[config.mk]
export PLATFORM = sky130hd
export DESIGN_NAME = seq_datapath
export DESIGN_NICKNAME = d
export VERILOG_FILES = /design/src/rtl/seq_datapath.sv
export SDC_FILE = /design/constraint.sdc
export NUM_CORES = 2
export LEC_CHECK = 0
export CORE_MARGIN = 4
export CORE_UTILIZATION = 40
export CTS_BUF_LIST = sky130_fd_sc_hd__clkbuf_2
export DETAILED_ROUTE_END_ITERATION = 6
export PLACE_DENSITY = 0.64
export SLEW_MARGIN = 15
export SYNTH_ARGS = -nofsm -noshare
export SYNTH_HDL_FRONTEND = slang
export SYNTH_SLANG_ARGS = --single-unit
[constraint.sdc]
create_clock -name clock -period 5.7 [get_ports clock]
set_input_delay 1.14 -clock clock [delete_from_list [all_inputs] [get_ports clock]]
set_output_delay 1.14 -clock clock [all_outputs]
set_load 0.02 [all_outputs]
[src/rtl/seq_datapath.sv]
// seq_datapath: register file feeding an ALU with single-cycle logic ops and
// iterative unsigned multiply/divide, sequenced by a start/busy/done FSM.
module seq_datapath #(
  parameter int WIDTH    = 32,
  parameter int NUM_REGS = 16,
  parameter int SEL_W    = $clog2(NUM_REGS)
) (
  input  logic             clock,
  input  logic             clear,
  input  logic             wr_en,
  input  logic [SEL_W-1:0] wr_sel,
  input  logic [WIDTH-1:0] wr_data,
  input  logic [SEL_W-1:0] ra_sel,
  input  logic [SEL_W-1:0] rb_sel,
  input  logic [3:0]       op_select,
  input  logic             start,
  output logic             busy,
  output logic             done,
  output logic             div_zero,
  output logic [WIDTH-1:0] hi,
  output logic [WIDTH-1:0] lo
);
  localparam int LW = $clog2(WIDTH);
  typedef enum logic [1:0] {IDLE, MUL, DIV, FIN} state_t;
  state_t           state_q, state_d;
  logic [WIDTH-1:0] rf_q [NUM_REGS];
  logic [WIDTH-1:0] a, b, sc_lo, rol_v, ror_v;
  logic [WIDTH-1:0] acc_q, acc_d, w_q, w_d, b_q, b_d, hi_q, hi_d, lo_q, lo_d;
  logic [LW-1:0]    cnt_q, cnt_d, sh;
  logic [LW:0]      rsh;
  logic [WIDTH:0]   add_r, sub_r, mul_s, div_s, div_t;
  logic             sc_hi0, done_q, dz_q, dz_d;

  assign a      = rf_q[ra_sel];
  assign b      = rf_q[rb_sel];
  assign sh     = b[LW-1:0];
  assign rsh    = (LW+1)'(WIDTH) - {1'b0, sh};
  assign add_r  = {1'b0, a} + {1'b0, b};
  assign sub_r  = {1'b0, a} - {1'b0, b};
  assign rol_v  = (a << sh) | (a >> rsh);
  assign ror_v  = (a >> sh) | (a << rsh);
  assign sc_hi0 = op_select == 4'd0 ? add_r[WIDTH] : op_select == 4'd1 ? sub_r[WIDTH] : 1'b0;

  always_comb begin
    sc_lo = '0;
    case (op_select)
      4'd0:    sc_lo = add_r[WIDTH-1:0];
      4'd1:    sc_lo = sub_r[WIDTH-1:0];
      4'd2:    sc_lo = a & b;
      4'd3:    sc_lo = a | b;
      4'd4:    sc_lo = a ^ b;
      4'd5:    sc_lo = ~a;
      4'd6:    sc_lo = -a;
      4'd7:    sc_lo = a << sh;
      4'd8:    sc_lo = a >> sh;
      4'd9:    sc_lo = $signed(a) >>> sh;
      4'd10:   sc_lo = rol_v;
      4'd11:   sc_lo = ror_v;
      default: sc_lo = '0;
    endcase
  end

  // One shift-add step (acc:w holds the partial product) and one restoring
  // division step (acc is the partial remainder, w shifts dividend out / quotient in).
  assign mul_s = w_q[0] ? {1'b0, acc_q} + {1'b0, b_q} : {1'b0, acc_q};
  assign div_s = {acc_q, w_q[WIDTH-1]};
  assign div_t = div_s - {1'b0, b_q};

  always_comb begin
    state_d = state_q;
    acc_d   = acc_q;
    w_d     = w_q;
    b_d     = b_q;
    cnt_d   = cnt_q;
    hi_d    = hi_q;
    lo_d    = lo_q;
    dz_d    = dz_q;
    case (state_q)
      IDLE: if (start) begin
        dz_d = 1'b0;
        if (op_select == 4'd12 || (op_select == 4'd13 && b != '0)) begin
          state_d = op_select == 4'd12 ? MUL : DIV;
          acc_d   = '0;
          w_d     = a;
          b_d     = b;
          cnt_d   = LW'(WIDTH - 1);
        end else if (op_select == 4'd13) begin
          state_d = FIN;
          hi_d    = a;
          lo_d    = '1;
          dz_d    = 1'b1;
        end else begin
          state_d = FIN;
          hi_d    = {{(WIDTH-1){1'b0}}, sc_hi0};
          lo_d    = sc_lo;
        end
      end
      MUL, DIV: begin
        acc_d = state_q == MUL ? mul_s[WIDTH:1] : div_t[WIDTH] ? div_s[WIDTH-1:0] : div_t[WIDTH-1:0];
        w_d   = state_q == MUL ? {mul_s[0], w_q[WIDTH-1:1]} : {w_q[WIDTH-2:0], ~div_t[WIDTH]};
        cnt_d = cnt_q - 1'b1;
        if (cnt_q == '0) begin
          state_d = FIN;
          cnt_d   = '0;
          hi_d    = acc_d;
          lo_d    = w_d;
        end
      end
      default: state_d = IDLE;
    endcase
  end

  always_ff @(posedge clock or negedge clear)
    if (!clear) begin
      for (int i = 0; i < NUM_REGS; i++) rf_q[i] <= '0;
      state_q <= IDLE;
      acc_q   <= '0;
      w_q     <= '0;
      b_q     <= '0;
      cnt_q   <= '0;
      hi_q    <= '0;
      lo_q    <= '0;
      dz_q    <= 1'b0;
      done_q  <= 1'b0;
    end else begin
      if (wr_en) rf_q[wr_sel] <= wr_data;
      state_q <= state_d;
      acc_q   <= acc_d;
      w_q     <= w_d;
      b_q     <= b_d;
      cnt_q   <= cnt_d;
      hi_q    <= hi_d;
      lo_q    <= lo_d;
      dz_q    <= dz_d;
      done_q  <= state_q == FIN;
    end

  assign busy     = state_q == MUL || state_q == DIV;
  assign done     = done_q;
  assign div_zero = dz_q;
  assign hi       = hi_q;
  assign lo       = lo_q;
endmodule

==> impl_metrics.yaml <==
synth:
  synth_top_family_by_area: "multiplexers"
  synth_async_sr_flop_share_pct: 100
  synth_xor_area_share_pct: 1.33
  yosysTopAreaCell: "dfrtp_1"
  synth_enable_flop_cells: 0
  simple_gate_share_of_the_synthesized_area_pct: 9.79
  synth.avg_cell_area_um2: 10.3
  synth.area.mux_share_pct: 29.3
  synth.most_common_cell: "dfrtp_1"
  synth_fa_ha_area_share_pct: 4.28
  syn_inst: 4928
  synth_top_cells_by_count: "dfrtp_1 (681), mux2_2 (541), nand2_1 (441), nor2_1 (343), o21ai_0 (296)"
  sequential_element_share_of_the_synthesized_area_pct: 33.7
  synth_flop_cell: "dfrtp_1"
  number_of_synthesized_register_bits: 681
  synth_area_um2: 50500
  synth_compound_area_share_pct: 17.1
  post_synth_num_cell_types: 89
  post-synth-top-area-fraction_pct: 33.7
  synth_area_leaders: "dfrtp_1 (34%), mux4_2 (13%), mux2_2 (12%), mux2i_1 (4.2%), ha_1 (4.2%)"
  mappedNetlistNets: 5151
  yosys_warnings: 0
routing:
  drc: 0
  detail_route.first_pass.iterations: 6
  vias_per_cell: 6.48
  met1Wirelength_mm: 96.5
  drt_iter0_drc: 6536
  met3WireLength_mm: 28.0
  routed-via-count: 49300
  routed.top_layer: "met5"
  postRouteAntennaNets: 0
  wirelength_mm: 241
  met2_length_mm: 100
  wire_per_inst_um: 31.7
sta:
  unrepaired_setup_endpoints_after_global_routing: "false"
  clock-skew-final_ns: 0.150
  transition_time_of_the_tightest_slew_check_pin_ns: 1.14
  setup_viol: 0
  finalHoldWorstSlack_ns: 0.510
  slew-limit-headroom_pct: 23.6
  post-route-period-util_pct: 95.3
  final_hold_viol_count: 0
  max_freq_mhz: 184
  layout_setup_ws_ns: 0.265
  finalWorstPathRequiredPeriod_ns: 5.43
  number_of_slew_limit_violations_in_the_final_report: 0
pwr:
  max-vdd-ir-drop_mv: 0.412
  total_leakage_power_nw: 26.9
  power-per-cell-area_nw_per_um2: 537
finish:
  non_filler_cells_final: 7599
  area_delta_synth_final_pct: 23.1
  final_util_pct: 49.5
  drive_above_1_share_pct: 37.0
  nets: 6037
  postLayoutCellArea_um2: 62200
critical_path:
  critPathLaunchType: "flop"
  r2r_setup_slack_ns: 0.27
  timing_worst_setup_path_type: "reg -> reg"
  critical_path.max_fanout: 3
  worst_setup_path_end_kind: "flop"
  data_arrival_critical_path_ns: 6.84
  cp_data_required_time_ns: 7.10
cts:
  cts_made_buffers: 174
  clock-root-buffer: "clkbuf_2"
  cts_tree: "done"
  clock_slew_at_reported_path_ffs_ns: 0.11
  cts.repair_timing.setup_buffer_count: 0
  cts_repair_resize_count: 0
  htree_levels: 4
  insertion_delay_ns: 1.61
  numClockSinks: 681
  ctsLongestPathBuffers: 3
placement:
  pre_cts_ws_ns: -0.646
  place.detailed.hpwl_mm: 182
  port-buffer-count: 118
  placed_cells_incl_taps: 7285
  post_dp_cell_area_um2: 60600
  finalWeightedCongestion: 1.11
global_route:
  antenna_found_initial: 23
  gr-usage-all-layers_pct: 35.7
  vias_in_the_first_global_route: 47500
  grt_first_pass_wirelength_mm: 342
  grt_start_max_net_pins: 147
  overflow: 0
outcome:
  run_status: "finished clean"
floorplanning:
  floorplan.initialDensity_pct: 40.2
  fp.dieW_um: 363
  dieHeight_um: 363
  row_count: 130
  floorplan.die_area_um2: 132000
  io_pins: 119
  core_region_area_um2: 126000
hold_path:
  timing.hold.worst.class: "reg -> reg"
job:
  drv.max_cap_violation_count: 0
## registers in the layout (all words and copies together), names as in the netlist
register and flops:
lo 32, acc_q 32, hi 32, rf_q 512, div_zero 1, cnt_q 5, state_q 2, b_q 32
w_q 32, done 1
## routing by layer
metal  vias to the layer above  global-route usage, %
met5                         -                      0
met4                         8                   19.7
met3                       737                   10.6
met2                      3331                   51.4
met1                     24500                   48.1
li1                      20600                      -
## cell usage in the layout, fill, tap and decap left out, types with 19 or more instances in the layout
cell	count
clkdlybuf4s50_1	111
dfrtp_1	680
a211oi_1	47
mux2i_1	213
nand2b_1	30
a22oi_1	63
clkinv_1	37
diode_2	19
xor2_1	22
a31oi_1	81
mux2_2	541
o2111ai_1	19
a221oi_1	44
a21oi_1	270
mux4_2	288
o21bai_1	22
o21ai_0	294
inv_1	137
nand3_1	76
o211ai_1	55
nor2_1	328
ha_1	165
xnor2_1	51
nor4_1	26
nand2_1	440
a22o_1	34
o22ai_1	62
a21o_1	47
clkbuf_2	238
buf_12	67
nor3_1	71
o221ai_1	32
buf_4	915
nand4_1	23
## where the power goes
group	switching [mW]	internal, mW
Clock	2.15	1.29
Sequential	1.26	6.23
Combinational	13.2	9.34
Total	16.6	16.9
## path summary, 6_finish.rpt
path / endpoint / start / depth (start not counted)
max: lo[30]$_DFFE_PN0P_ / rf_q[98]$_DFFE_PN0P_ / 19
min: w_q[4]$_DFFE_PN0P_ / w_q[4]$_DFFE_PN0P_ / 2
max reg2reg: lo[30]$_DFFE_PN0P_ / rf_q[98]$_DFFE_PN0P_ / 19
min reg2reg: w_q[4]$_DFFE_PN0P_ / w_q[4]$_DFFE_PN0P_ / 2
max in group asynchronous: rf_q[480]$_DFFE_PN0P_ / clear / 4
min in group asynchronous: rf_q[458]$_DFFE_PN0P_ / clear / 3
## critical path, stage by stage, from the launching register on
cell	delay, ns
dfrtp_1	0.40
mux4_2	0.47
a22o_1	0.26
a221oi_2	0.40
buf_12	0.16
clkinv_1	0.06
buf_4	0.14
ha_1	0.21
a2111o_1	0.43
a21oi_1	0.26
o31ai_2	0.14
a21o_1	0.22
a2111oi_0	0.77
buf_4	0.23
nor3_1	0.06
nand3_1	0.12
a311o_1	0.22
xnor2_1	0.07
a2111oi_0	0.50
a21oi_1	0.14
## cell type report
| class | instances | area, um^2 |
|---|---|---|
| multi-input cells | 3698 | 31500 |
| well taps | 1650 | 2060 |
| diodes | 19 | 47.5 |
| clock inverters | 54 | 342 |
| repair buffers | 1102 | 9420 |
| flip-flops and latches | 681 | 17000 |
| fillers | 11700 | 63400 |
| inverters | 157 | 589 |
| clock buffers | 238 | 1190 |
## what timing repair did
action,CTS,global route
endpoints found under the setup margin,0,0
endpoints found under the hold margin,148,0
hold buffers,3,0
## kinds of logic after synthesis
logic type	Yosys count
buffers and inverters	549
flip-flops	681
multiplexers	1046
AND/OR/NAND/NOR	1120
AO/OA/AOI/OAI	1284
XOR/XNOR	77
adder cells (fa/ha/maj)	171
## per-stage QoR
step	setup TNS (ns)	power, mW
global placement	-4.69	29.0
CTS	0	32.7
detailed placement	-4.92	29.2
finish	0	33.4
global route	0	34.9
floorplan	-0.0709	18.7
Note: power is estimated with default switching activity, not from simulation.
